File: src/rtl/core_pkg.sv
`default_nettype none
// ============================================================================
//  Module      : core_pkg
//  Description : Shared types and constants for the 5-stage core hazard
//                logic: register-index width, the hazard shadow-slot record
//                and its empty value.
//  Revision    : 1.0 - initial release
// ============================================================================
package core_pkg;

    // 16 architectural registers; R0 is an ordinary writable register.
    localparam int REG_ADDR_W = 4;

    // One shadow slot tracking an in-flight instruction's write-back.
    typedef struct packed {
        logic                  valid;
        logic [REG_ADDR_W-1:0] rd;
        logic                  reg_write;
        logic                  mem_read;
    } hz_slot_t;

    localparam hz_slot_t HZ_SLOT_NONE = '{
        valid:     1'b0,
        rd:        '0,
        reg_write: 1'b0,
        mem_read:  1'b0
    };

endpackage
`default_nettype wire

File: src/rtl/hz_src_match.sv
`default_nettype none
// ============================================================================
//  Module      : hz_src_match
//  Description : Compares one ID-stage source index against the EX and MEM
//                shadow slots and reports whether either slot will write it,
//                plus whether the EX-slot instruction is a load.
//  Revision    : 1.0 - initial release
// ============================================================================
module hz_src_match
    import core_pkg::*;
(
    input  logic [REG_ADDR_W-1:0] rs_i,
    input  logic                  rs_used_i,
    input  hz_slot_t              ex_slot_i,
    input  hz_slot_t              mem_slot_i,
    output logic                  hit_ex_o,
    output logic                  hit_mem_o,
    output logic                  ex_is_load_o
);

    // A hit needs a live source, a live writer slot and an index match.
    assign hit_ex_o     = rs_used_i & ex_slot_i.valid & ex_slot_i.reg_write
                        & (ex_slot_i.rd == rs_i);
    assign hit_mem_o    = rs_used_i & mem_slot_i.valid & mem_slot_i.reg_write
                        & (mem_slot_i.rd == rs_i);
    assign ex_is_load_o = ex_slot_i.mem_read;

endmodule
`default_nettype wire

File: src/rtl/fwd_hazard_ctrl.sv
`default_nettype none
// ============================================================================
//  Module      : fwd_hazard_ctrl
//  Description : Forwarding / hazard controller for the 5-stage core.
//                Shadows the destinations of the EX and MEM instructions,
//                produces registered EX/MEM forwarding selects (fa, fb),
//                combinational stall/bubble controls, and branch flushes.
//                Optional macro HAZ_PERF_CNT_EN adds saturating 32-bit
//                stall_cnt / flush_cnt performance counters.
//  Revision    : 1.0 - initial release
// ============================================================================
module fwd_hazard_ctrl #(
    parameter int REG_ADDR_W = core_pkg::REG_ADDR_W
) (
    input  logic                  clk,
    input  logic                  rst_n,
    input  logic                  id_valid,
    input  logic [REG_ADDR_W-1:0] id_rs1,
    input  logic [REG_ADDR_W-1:0] id_rs2,
    input  logic                  id_rs2_used,
    input  logic [REG_ADDR_W-1:0] id_rd,
    input  logic                  id_reg_write,
    input  logic                  id_mem_read,
    input  logic                  ex_branch_taken,
    output logic                  fa,
    output logic                  fb,
    output logic                  stall,
    output logic                  bubble_idex,
    output logic                  flush_ifid,
    output logic                  flush_idex
`ifdef HAZ_PERF_CNT_EN
    ,
    output logic [31:0]           stall_cnt,
    output logic [31:0]           flush_cnt
`endif
);

    import core_pkg::*;

    hz_slot_t ex_slot_q;
    hz_slot_t ex_slot_d;
    hz_slot_t mem_slot_q;
    logic     fa_q;
    logic     fa_d;
    logic     fb_q;
    logic     fb_d;

    logic     w_hit_ex_a;
    logic     w_hit_mem_a;
    logic     w_hit_ex_b;
    logic     w_hit_mem_b;
    logic     w_ex_load_a;
    logic     w_ex_load_b;
    logic     w_need_stall;
    logic     w_stall;
    logic     w_flush;

    hz_src_match u_match_rs1 (
        .rs_i         (id_rs1),
        .rs_used_i    (id_valid),
        .ex_slot_i    (ex_slot_q),
        .mem_slot_i   (mem_slot_q),
        .hit_ex_o     (w_hit_ex_a),
        .hit_mem_o    (w_hit_mem_a),
        .ex_is_load_o (w_ex_load_a)
    );

    hz_src_match u_match_rs2 (
        .rs_i         (id_rs2),
        .rs_used_i    (id_valid & id_rs2_used),
        .ex_slot_i    (ex_slot_q),
        .mem_slot_i   (mem_slot_q),
        .hit_ex_o     (w_hit_ex_b),
        .hit_mem_o    (w_hit_mem_b),
        .ex_is_load_o (w_ex_load_b)
    );

    // Stall when a load in EX or any writer in MEM feeds an ID source; the
    // MEM result cannot be forwarded, so distance-2 producers always wait.
    // A taken branch discards the ID instruction, so it overrides the stall.
    always_comb begin
        w_need_stall = (w_hit_ex_a & w_ex_load_a) | (w_hit_ex_b & w_ex_load_b)
                     | w_hit_mem_a | w_hit_mem_b;
        w_flush      = ex_branch_taken;
        w_stall      = w_need_stall & ~w_flush;

        if (w_stall || w_flush || !id_valid) begin
            ex_slot_d = HZ_SLOT_NONE;
        end else begin
            ex_slot_d = '{
                valid:     1'b1,
                rd:        id_rd,
                reg_write: id_reg_write,
                mem_read:  id_mem_read
            };
        end

        if (w_stall || w_flush) begin
            fa_d = 1'b0;
            fb_d = 1'b0;
        end else begin
            fa_d = w_hit_ex_a & ~w_ex_load_a;
            fb_d = w_hit_ex_b & ~w_ex_load_b;
        end
    end

    // Advance the shadow pipeline and register the forwarding selects.
    always_ff @(posedge clk or negedge rst_n) begin
        if (!rst_n) begin
            ex_slot_q  <= HZ_SLOT_NONE;
            mem_slot_q <= HZ_SLOT_NONE;
            fa_q       <= 1'b0;
            fb_q       <= 1'b0;
        end else begin
            ex_slot_q  <= ex_slot_d;
            mem_slot_q <= ex_slot_q;
            fa_q       <= fa_d;
            fb_q       <= fb_d;
        end
    end

    assign fa          = fa_q;
    assign fb          = fb_q;
    assign stall       = w_stall;
    assign bubble_idex = w_stall;
    assign flush_ifid  = w_flush;
    assign flush_idex  = w_flush;

`ifdef HAZ_PERF_CNT_EN
    logic [31:0] stall_cnt_q;
    logic [31:0] flush_cnt_q;

    // Saturating event counters for stall cycles and taken-branch cycles.
    always_ff @(posedge clk or negedge rst_n) begin
        if (!rst_n) begin
            stall_cnt_q <= '0;
            flush_cnt_q <= '0;
        end else begin
            if (w_stall && !(&stall_cnt_q)) begin
                stall_cnt_q <= stall_cnt_q + 32'd1;
            end
            if (w_flush && !(&flush_cnt_q)) begin
                flush_cnt_q <= flush_cnt_q + 32'd1;
            end
        end
    end

    assign stall_cnt = stall_cnt_q;
    assign flush_cnt = flush_cnt_q;
`endif

endmodule
`default_nettype wire

File: config.mk
export PLATFORM = sky130hd
export DESIGN_NAME = fwd_hazard_ctrl
export DESIGN_NICKNAME = d
export VERILOG_FILES = /design/src/rtl/core_pkg.sv /design/src/rtl/hz_src_match.sv /design/src/rtl/fwd_hazard_ctrl.sv
export SDC_FILE = /design/constraint.sdc
export NUM_CORES = 1
export LEC_CHECK = 0
export BUFFER_PORTS_ARGS = -buffer_cell sky130_fd_sc_hd__buf_4
export CELL_PAD_IN_SITES_DETAIL_PLACEMENT = 1
export CELL_PAD_IN_SITES_GLOBAL_PLACEMENT = 1
export CORE_AREA = 10 10 54 64
export CTS_CLUSTER_DIAMETER = 60
export DETAILED_ROUTE_END_ITERATION = 7
export DIE_AREA = 0 0 64 74
export GPL_TIMING_DRIVEN = 0
export PLACE_DENSITY_LB_ADDON = 0.1
export SLEW_MARGIN = 0
export SYNTH_ARGS = -nofsm -noshare
export SYNTH_HDL_FRONTEND = slang
export SYNTH_HIERARCHICAL = 1
export SYNTH_SLANG_ARGS = --single-unit
File: constraint.sdc
create_clock -name clk -period 1.65 [get_ports clk]
set_input_delay 0.0825 -clock clk [delete_from_list [all_inputs] [get_ports clk]]
set_output_delay 0.0825 -clock clk [all_outputs]
set_load 0.01 [all_outputs]
==> Word level (Yosys, flattened, before mapping) <==
Cells that the tools add are included.
{ "op_classes": {"div_mod_pow": 0, "order_cmp": 0, "n_reduce_logical": 3, "addsub": 0, "n_mul": 0, "bitwise_logic": 23, "n_shift": 0, "n_eq_ne": 4, "n_mux": 3} }
{ "op_table": {"columns": ["op", "n"], "rows": [
  ["1-bit AND", 18],
  ["4-bit equality test", 4],
  ["7-bit two-way mux", 1],
  ["1-bit bitwise OR", 3],
  ["1-bit logical OR", 2],
  ["1-bit two-way mux", 2],
  ["1-bit inverter", 2],
  ["1-bit zero test", 1]
]} }
{ "totals": {"ramBits": 0, "memories": 0, "register_bits": 15, "out_inout_bits": 6, "mem_bits_ro": 0, "latch_bits": 0, "elab_cells": 42} }

==> Depth between registers and ports, before layout <==
Gate-level depths: netlist of run 1.
{ "logic_depth": {"word_depth": 12, "ltp_mapped": 6, "ltp_nobuf": 5} }

==> Cells and area by module <==
Netlist of run 1, hierarchy kept.
{ "modules_own_cells": {"columns": ["module", "cells_per_inst", "seq_area_each_um2", "n_inst", "area_per_inst_um2"], "rows": [
  ["fwd_hazard_ctrl", 42, 400.4, 1, 568.0],
  ["hz_src_match", 13, 0.0, 2, 115.1]
]} }

==> Least setup slack after synthesis of run 1 <==
No wires, ideal clock.
{ "synth_path": {"path_type": "reg2out", "start": "register ex_slot_q[5] (netlist bit)", "end": "output stall", "stages_incl_launch_ff": 6, "arrival_ns": 1.472, "n_path_buf": 1, "path_slack_ns": 0.096, "path_cell_list": "dfrtp_1 > xor2_1 > nor4_2 > a211oi_1 > a21oi_1 > buf_4"} }
{ "synth_between": {"elab_chain_len": 7} }
{ "synth_rtl": {"columns": ["element", "line", "text"], "rows": [
  ["from (decl)", "fwd_hazard_ctrl.sv:40", "hz_slot_t ex_slot_q;"],
  ["from (signal assigned)", "fwd_hazard_ctrl.sv:115", "ex_slot_q <= ex_slot_d;"],
  ["4-bit equality test", "hz_src_match.sv:23", "& (ex_slot_i.rd == rs_i);"],
  ["1-bit AND", "hz_src_match.sv:23", null],
  ["named net w_hit_ex_a", "fwd_hazard_ctrl.sv:48", "logic w_hit_ex_a;"],
  ["1-bit AND", "fwd_hazard_ctrl.sv:82", "w_need_stall = (w_hit_ex_a & w_ex_load_a) | (w_hit_ex_b & w_ex_load_b)"],
  ["1-bit bitwise OR", "fwd_hazard_ctrl.sv:82", null],
  ["1-bit bitwise OR (2 in series)", "fwd_hazard_ctrl.sv:83", "| w_hit_mem_a | w_hit_mem_b;"],
  ["1-bit AND", "fwd_hazard_ctrl.sv:85", "w_stall = w_need_stall & ~w_flush;"],
  ["to (decl)", "fwd_hazard_ctrl.sv:27", "output logic stall,"]
]} }
The timed path passes the listed nets, and every way through them passes these cells.

==> Worst setup path in the final report of run 1 <==
{ "layout_path": {"start": "register ex_slot_q[3] (netlist bit)", "end": "output stall"} }
{ "layout_between": {"elab_chain_len": 7} }
{ "layout_rtl": {"columns": ["element", "line", "text"], "rows": [
  ["4-bit equality test", "hz_src_match.sv:23", null],
  ["1-bit AND", "hz_src_match.sv:23", null],
  ["named net w_hit_ex_b", "fwd_hazard_ctrl.sv:50", "logic w_hit_ex_b;"],
  ["1-bit AND", "fwd_hazard_ctrl.sv:82", null],
  ["1-bit bitwise OR", "fwd_hazard_ctrl.sv:82", null],
  ["1-bit bitwise OR (2 in series)", "fwd_hazard_ctrl.sv:83", null],
  ["1-bit AND", "fwd_hazard_ctrl.sv:85", null]
]} }
The timed path passes the listed nets, and every way through them passes these cells.

==> key figures, run 1 <==
Status
  – Status: finished with violations
  – Failing checks: negative setup slack

Min path
  – Hold EP: fb$_DFF_PN0_
  – Hold_sp: ex_branch_taken
  – Worst min path class: input pin to flop
  – Hold Path Depth: 2

STA
  – RSZ-0062 raised after global routing: yes
  – Sum Neg Setup Slack: -0.477 ns
  – Maximum clock rate: 521 MHz
  – Final Max Tran Viols: 0
  – Final hold viol count: 0
  – Setup Skew: 0.000866 ns
  – Final Setup Violations: 3
  – Period utilization: 1.16
  – Slew at the pin with the worst max-slew slack: 0.389 ns
  – Post-route setup slack: -0.270 ns
  – Tmin final: 1.92 ns
  – Relative slew margins: 0.740

Die
  – Die X-Extent: 64 um
  – Rows: 19
  – Starting density of the core: 0.342
  – DIE AREA: 4740 um^2
  – Core box area: 2260 um^2
  – IO Count: 25
  – Die span in y: 74 um

Worst setup path
  – Worst path max stage delay: 0.45 ns
  – Worst reg2reg path depth: 6
  – CP required: 1.57 ns
  – CP Launch Type: flop
  – Slowest cell on the critical path: dfrtp_2
  – RR Endpoint: ex_slot_q[1]$_DFF_PN0_
  – Setup crit end kind: output pin
  – Critical path, cell by cell: xnor2_1, nand4_1, nor4_4, nand2_1, a21oi_2, buf_4, buf_6
  – Reg-to-reg slack, setup: -0.01 ns
  – RR Startpoint: ex_slot_q[3]$_DFF_PN0_
  – Critical path data arrival time: 1.84 ns
  – CP Max Fanout: 3
  – CP Class: flop to output pin

Place
  – DP Wirelength: 1590 um
  – Input/output buffers: 24
  – Final GP Congestion: 0.713
  – Dpl cell area: 992 um^2
  – DP Worst Slack: 0.00840 ns

GRT
  – Total Routing Usage GR: 0.0856
  – Antenna violations before repair: 0
  – Largest net degree at the start of global routing: 16
  – Met2 usage: 0.145
  – M1 GR Usage: 0.0950
  – Met3 GRT Util: 0.0315
  – First-pass GRT wire length: 3200 um
  – Total grt overflow: 0
  – Vias in the first global route: 662
  – GR peak layer: met2

Power
  – Worst vdd ir: 0.450 mV
  – Total power: 757 uW
  – Leakage: 0.546 nW
  – PwrDens: 629 nW/um^2

Layout
  – Fin area: 1200 um^2
  – Number of diodes: 0
  – Fill count: 252
  – Fin util: 0.533
  – Nets: 119
  – Share of layout cells above drive strength 1: 0.566
  – Layout area overhead: 55.7%
  – Register area: 377 um^2
  – Area of the multi-input gates: 478 um^2

Drt
  – Total detailed-routing wirelength: 2040 um
  – Via density per instance: 4.77
  – DRT iter0 DRCs: 5
  – DRC violation count after routing: 0
  – Via Count: 620
  – WL per Instance: 15.7 um
  – Pre-antenna DRT Iters: 2
  – Routed Antenna Nets: 0

CTS
  – H-tree depth: 1
  – CTS Root Buffer Type: clkbuf_4
  – CTS tree: yes
  – Clock Path Buffers: 2
  – Clk slew on worst S/H paths: 0.10 ns
  – Clock sink count: 15
  – CTS buffer count: 3
  – Worst-Skew Late Latency: 0.28 ns

Yosys
  – Syn_nets: 86
  – Synth Warn #: 6
  – Synthesized area per cell: 11.5 um^2
  – Cell Area, Synth: 773 um^2
  – Synthesized instance count: 67

Flow run
  – Total of max-cap violations: 0
## registers in the layout, indices dropped and copies added (netlist names)
name,cells
fb,1
mem_slot_q,6
fa,1
ex_slot_q,7
## cell type report
class	instances	share of cell area
clock inverter	1	0.00624
inverter	7	0.0218
tap	31	0.0322
buffer	5	0.0312
clock buffer	3	0.0187
multi-input combinational	40	0.397
sequential	15	0.313
timing repair buffer	28	0.180
## per-layer routing
layer  up-vias  share of wire
met5         -              0
met4         0         0.0093
met3         2          0.049
met2        14           0.53
met1       312           0.41
li1        292              -
## cells in the final DEF, fill, tap and decap left out
master,count
and3_4,1
nand4_1,4
nor4_4,6
nand2_1,1
a21o_4,1
buf_4,31
clkbuf_4,3
nor4_2,4
a211o_4,1
inv_1,7
buf_6,1
xor2_2,3
nor4b_4,1
nor4_1,1
xnor2_2,1
and2_1,1
dlygate4sd3_1,1
a21oi_2,1
clkinvlp_4,1
a211oi_1,1
dfrtp_2,1
nor3_1,1
xor2_1,9
dfrtp_1,14
xnor2_1,3
## worst max path at each step
stage	from	to	slack (ns)
after floorplan	ex_slot_q[5]$_DFF_PN0_	stall	0.1
after global placement	ex_slot_q[3]$_DFF_PN0_	stall	0.05
after detailed placement	mem_slot_q[2]$_DFF_PN0_	stall	0.008
after CTS	mem_slot_q[2]$_DFF_PN0_	stall	-0.24
after global routing	ex_slot_q[3]$_DFF_PN0_	stall	-0.38
final	ex_slot_q[3]$_DFF_PN0_	stall	-0.27
## critical path, delay by kind of cell (launching register included)
kind,cells,cell delay [ns]
simple gates,3,0.59
compound gates,1,0.16
xor+xnor,1,0.14
flops,1,0.45
buf+inv,2,0.21
## report_power, final
group | internal (mW) | leakage [nW] | switching (mW)
logic | 0.0702 | 0.332 | 0.0739
clock network | 0.0919 | 0.0139 | 0.128
registers | 0.380 | 0.200 | 0.0122
total | 0.542 | 0.546 | 0.214
## through the flow
stage	cells	hold WS [ns]
final	130	0.0268
after global routing	130	0.0114
after CTS	128	0.00487
after detailed placement	122	-0.0534
after global placement	122	-0.0520
after floorplan	67	-0.213
## timing repair
action	4_1_cts	5_1_grt
hold buffers	1	0
pin swaps	1	12
resized for setup	7	16
setup buffers	1	3
hold endpoints to repair	15	0
endpoints found under the setup margin	2	9
gates cloned	0	0
Note: power is estimated with default switching activity, not from simulation.
==> inputs of run 2 (changes only) <==
TNS_END_PERCENT = 10   (was not set)
clock period = 1.86 ns   (was 1.65 ns; I/O delays follow)
==> run 2 against run 1 <==
The flow still finishes with violations (negative setup slack). Clock skew barely moved. First-iteration DRC count rose by 100%. Combinational power decreased by 22%. Clock-buffer cell count stayed put. Worst setup slack better by 0.18 ns. Design area down 7.7%. Non-clock buffer count did not move. Worst hold slack lost 0.0063 ns. Via count decreased by 3.4%. Sequential share of layout area grew 2.6 points. Cell count stayed put. Utilization shrank 4.1 points. Critical endpoint unchanged. Largest power group unchanged.
==> key figures, run 2 (synthesis results as in run 1) <==
STA
  – Final Setup Violations: 2
  – Post-route setup slack: -0.0885 ns
  – Final Max Tran Viols: 0
  – Tmin final: 1.95 ns
  – RSZ-0062 raised after global routing: yes
  – Final hold viol count: 0
  – Slew at the pin with the worst max-slew slack: 0.320 ns
  – Min Hold Slack: 0.0205 ns
  – Period utilization: 1.05
  – Relative slew margins: 0.785
  – Maximum clock rate: 513 MHz
  – Setup Skew: 0.00135 ns

Drt
  – Pre-antenna DRT Iters: 2
  – Routed Antenna Nets: 0
  – WL per Instance: 15.3 um
  – DRT iter0 DRCs: 10
  – Via Count: 599
  – DRC violation count after routing: 0
  – Total detailed-routing wirelength: 1990 um
  – Via density per instance: 4.61

Die
  – Rows: 19
  – Core box area: 2260 um^2
  – DIE AREA: 4740 um^2
  – Die span in y: 74 um
  – Starting density of the core: 0.342
  – Die X-Extent: 64 um
  – IO Count: 25

Worst setup path
  – RR Startpoint: mem_slot_q[2]$_DFF_PN0_
  – Slowest cell on the critical path: dfrtp_1
  – Setup crit end kind: output pin
  – Crit path launch: mem_slot_q[2]$_DFF_PN0_
  – Worst path max stage delay: 0.42 ns
  – CP required: 1.77 ns
  – Worst reg2reg path depth: 7
  – CP Launch Type: flop
  – RR Endpoint: ex_slot_q[1]$_DFF_PN0_
  – CP Max Fanout: 2
  – Critical path data arrival time: 1.86 ns
  – End point of the critical path: stall
  – Critical path, cell by cell: xnor2_1, nand4_1, nor4_4, a211oi_2, a21oi_2, buf_4, buf_6
  – CP Class: flop to output pin
  – Reg-to-reg slack, setup: 0.16 ns

Layout
  – Commonest cells after routing, fill and taps aside: buf_4 (31), dfrtp_1 (14), xor2_1 (12), inv_1 (7), nor4_1 (7)
  – Layout area overhead: 43.7%
  – Nets: 119
  – Final Non-Filler Cells: 130
  – Share of layout cells above drive strength 1: 0.475
  – Fill count: 252
  – Biggest regs: ex_slot_q: 7 flops, mem_slot_q: 6 flops
  – Commonest non-fill, non-tap cell in the layout: buf_4
  – Number of diodes: 0
  – Max reg flops: 7
  – Fin util: 0.492
  – Largest register by flop count: ex_slot_q

Power
  – Worst vdd ir: 0.399 mV
  – Sw Ratio: 0.272
  – Clock group share of total power: 0.295
  – Leakage: 0.544 nW
  – Seq pwr share: 0.533
  – P_int: 474 uW
  – PwrDens: 586 nW/um^2
  – Combinational group share of total power: 0.171
  – Psw: 177 uW

CTS
  – Clk slew on worst S/H paths: 0.10 ns
  – Clock Path Buffers: 2
  – CTS tree: yes
  – H-tree depth: 1
  – CTS buffer count: 3
  – CTS Root Buffer Type: clkbuf_4
  – Clock sink count: 15
  – Worst-Skew Late Latency: 0.28 ns

GRT
  – Total grt overflow: 0
  – First-pass GRT wire length: 3170 um
  – Vias in the first global route: 649
  – Antenna violations before repair: 0
  – Largest net degree at the start of global routing: 16
  – Total Routing Usage GR: 0.0849

Place
  – Placed Instances: 122
  – Input/output buffers: 24
  – Final GP Congestion: 0.713
  – DP Wirelength: 1590 um

Status
  – Failing checks: negative setup slack
  – Status: finished with violations

Flow run
  – Total of max-cap violations: 0

Min path
  – Worst min path class: input pin to flop
run 2: cell counts in the layout (fill, tap and decap cells not counted):
No cell type changed its count.
run 2: layout make-up:
cell class / count / area, um^2 / share of cell area
inverter: 7 / 26.3 / 0.0236
multi-input combinational: 40 / 385 / 0.347
sequential: 15 / 377 / 0.339
clock buffer: 3 / 22.5 / 0.0203
clock inverter: 1 / 7.51 / 0.00676
timing repair buffer: 28 / 216 / 0.195
buffer: 5 / 37.5 / 0.0338
tap: 31 / 38.8 / 0.0349
run 2: worst min-delay path by stage:
| stage | start | to | cells past startpoint |
|---|---|---|---|
| 5_1_grt | id_rd[3] | ex_slot_q[5]$_DFF_PN0_ | 3 |
| 6_report | ex_branch_taken | fb$_DFF_PN0_ | 2 |
| 2_1_floorplan | rst_n | ex_slot_q[0]$_DFF_PN0_ | 0 |
| 3_5_place_dp | rst_n | mem_slot_q[1]$_DFF_PN0_ | 1 |
| 3_3_place_gp | rst_n | mem_slot_q[1]$_DFF_PN0_ | 1 |
| 4_1_cts | ex_branch_taken | fb$_DFF_PN0_ | 2 |
run 2: metal layers:
metal	track usage	vias to the layer above	routed length [um]
li1	-	294	-
met1	0.0948	289	851
met2	0.143	14	1030
met3	0.0315	2	87
met4	0.0365	0	19
met5	0	-	0
run 2: critical path: cells and delay by family, from the launching register on:
family	cells	cell delay (ns)
buffers and inverters	2	0.21
and+or+nand+nor	2	0.53
AOI/OAI and AO/OA	2	0.25
DFF	1	0.42
xor gates and xnor gates	1	0.17
run 2: stage by stage:
stage	power (mW)	instance area (um^2)	setup WS [ns]	setup TNS (ns)
finish	0.651	1110	-0.0885	-0.105
global route	0.694	1110	-0.226	-0.379
CTS	0.654	1050	-0.0938	-0.105
detailed placement	0.454	992	0.208	0
global placement	0.451	992	0.247	0
floorplan	0.396	773	0.295	0
run 2: repair_timing:
item	CTS	global route
hold buffers	1	0
pin swaps	0	8
resized for setup	2	7
endpoints found under the setup margin	2	2
endpoints found under the hold margin	15	0
buffers inserted	0	3
run 2: power by group through the flow:
stage               clock network (mW)  registers (mW)  logic [mW]
detailed placement                   0           0.354       0.101
finish                           0.192           0.347       0.112
global route                     0.222           0.349       0.122
global placement                     0           0.353      0.0980
floorplan                            0           0.351      0.0447
CTS                              0.199           0.347       0.107
==> inputs of run 3 (changes only) <==
BUFFER_PORTS_ARGS = not set   (was -buffer_cell sky130_fd_sc_hd__buf_4)
CORE_AREA = 10 10 52 62   (was 10 10 54 64)
DIE_AREA = 0 0 62 72   (was 0 0 64 74)
DONT_BUFFER_PORTS = 1   (was not set)
TNS_END_PERCENT = 30   (was 10)
clock period = 1.69 ns   (was 1.86 ns; I/O delays follow)
==> run 3 against run 2 <==
The run still ends with negative setup slack left. Critical path depth down 1. Worst setup slack worse by 0.15 ns. Via count down 16%. Non-clock buffer count down 20. Cell count down 16%. Design area down 13%. Critical endpoint unchanged. Largest power group unchanged.
==> key figures, run 3 (synthesis results as in run 1) <==
Status
  – Status: finished with violations
  – Failing checks: negative setup slack

STA
  – Min Hold Slack: 0.0403 ns
  – RSZ-0062 raised after global routing: yes
  – Sum Neg Setup Slack: -0.311 ns
  – Maximum clock rate: 520 MHz
  – Final hold viol count: 0
  – Setup Skew: 0.00213 ns
  – Slew at the pin with the worst max-slew slack: 0.697 ns
  – Relative slew margins: 0.534
  – Post-route setup slack: -0.235 ns
  – Final Max Tran Viols: 0
  – Period utilization: 1.14
  – Final Setup Violations: 2
  – Tmin final: 1.92 ns

CTS
  – CTS buffer count: 3
  – H-tree depth: 1
  – Postcts setup bufs: 0
  – Clock sink count: 15
  – Worst-Skew Late Latency: 0.29 ns
  – CTS tree: yes
  – CTS Root Buffer Type: clkbuf_4
  – Clk slew on worst S/H paths: 0.10 ns
  – Clock Path Buffers: 2

Layout
  – Layout area overhead: 24.8%
  – Area of the multi-input gates: 378 um^2
  – Register area: 375 um^2
  – Fill count: 217
  – Max reg flops: 7
  – Largest register by flop count: ex_slot_q
  – Commonest cells after routing, fill and taps aside: dfrtp_1 (15), xor2_1 (9), dlygate4sd3_1 (8), inv_1 (7), nor4_1 (7)
  – Number of diodes: 0
  – Commonest non-fill, non-tap cell in the layout: dfrtp_1
  – Share of layout cells above drive strength 1: 0.253
  – Nets: 99
  – Fin area: 965 um^2
  – Biggest regs: ex_slot_q: 7 flops, mem_slot_q: 6 flops

Flow run
  – Total of max-cap violations: 0

Worst setup path
  – CP Max Fanout: 3
  – Setup crit end kind: output pin
  – CP Launch Type: flop
  – Buffers & Inverters on Critical Path: 1
  – Largest delay share family, worst path: flip-flops
  – CP required: 1.61 ns
  – Critical path depth: 6
  – Critical path data arrival time: 1.84 ns
  – Critical path, cell by cell: xnor2_1, nand4_1, nor4_4, a211oi_1, a21oi_2, buf_4
  – Worst reg2reg path depth: 5
  – Worst path max stage delay: 0.43 ns
  – Slowest cell on the critical path: dfrtp_1
  – CP Class: flop to output pin

Drt
  – Via Count: 503
  – Routed Antenna Nets: 0
  – Total detailed-routing wirelength: 1870 um
  – Via density per instance: 4.61
  – DRC violation count after routing: 0
  – DRT iter0 DRCs: 3
  – Pre-antenna DRT Iters: 3
  – WL per Instance: 17.2 um

Power
  – Sw Ratio: 0.271
  – Leakage: 0.432 nW
  – Seq pwr share: 0.553
  – P_int: 504 uW
  – Worst vdd ir: 0.420 mV
  – Clock group share of total power: 0.321
  – Psw: 188 uW
  – Combinational group share of total power: 0.125
  – PwrDens: 717 nW/um^2

GRT
  – Total grt overflow: 0
  – Total Routing Usage GR: 0.0899
  – Antenna violations before repair: 0
  – Largest net degree at the start of global routing: 16
  – Vias in the first global route: 623
  – First-pass GRT wire length: 3000 um

Die
  – Starting density of the core: 0.377
  – Die span in y: 72 um
  – Rows: 18
  – IO Count: 25
  – Core box area: 2050 um^2
  – Die X-Extent: 62 um
  – DIE AREA: 4460 um^2

Min path
  – Hold Path Depth: 2
  – Worst min path class: input pin to flop

Place
  – DP Worst Slack: -0.0671 ns
  – DP Wirelength: 1460 um
  – Dpl cell area: 811 um^2
  – Input/output buffers: 0
  – Final GP Congestion: 0.729
run 3: through the flow:
step / utilization / instances / power (mW)
finish: 0.471 / 109 / 0.692
detailed placement: 0.396 / 97 / 0.447
global route: 0.471 / 109 / 0.734
CTS: 0.460 / 109 / 0.697
floorplan: - / 67 / 0.436
global placement: 0.396 / 97 / 0.445
run 3: routing by layer:
metal / up-vias / global-route usage / wire length [um]
li1: 249 / - / -
met1: 238 / 0.0934 / 715
met2: 14 / 0.154 / 1010
met3: 2 / 0.0348 / 126
met4: 0 / 0.0373 / 23
met5: - / 0 / 0
run 3: final cells by class:
class,count,share of cell area
Buffer,5,0.0389
Clock buffer,3,0.0233
Clock inverter,1,0.00778
Inverter,7,0.0272
Multi-Input combinational cell,40,0.392
Sequential cell,15,0.389
Tap cell,30,0.0389
Timing Repair Buffer,8,0.0830
run 3: final timing paths:
check,from,to,slack (ns)
setup / recovery,ex_slot_q[3]$_DFF_PN0_,stall,-0.23
hold / removal,ex_branch_taken,fa$_DFF_PN0_,0.04
setup reg to reg,ex_slot_q[3]$_DFF_PN0_,ex_slot_q[4]$_DFF_PN0_,0.13
hold reg to reg,ex_slot_q[6]$_DFF_PN0_,mem_slot_q[6]$_DFF_PN0_,0.43
max in group asynchronous,rst_n,ex_slot_q[4]$_DFF_PN0_,0.98
min in group asynchronous,rst_n,mem_slot_q[3]$_DFF_PN0_,0.27
run 3: power groups by stage:
stage / clock network [mW] / logic [mW] / registers [mW]
after floorplan: 0 / 0.0492 / 0.387
after global placement: 0 / 0.0565 / 0.389
after detailed placement: 0 / 0.0577 / 0.389
after CTS: 0.229 / 0.0854 / 0.382
after global routing: 0.254 / 0.0959 / 0.385
final: 0.222 / 0.0868 / 0.383
run 3: worst reg2reg max path: stages, from the launching register on:
cell     delay [ns]
dfrtp_1        0.43
xnor2_1        0.15
nand4_1        0.16
nor4_4         0.06
a211o_4        0.38
nor4_1         0.28
run 3: what timing repair did:
action	CTS	global route
hold endpoints to repair	22	0
resized for setup	3	3
pin swaps	0	0
hold buffers	8	0
endpoints found under the setup margin	2	4
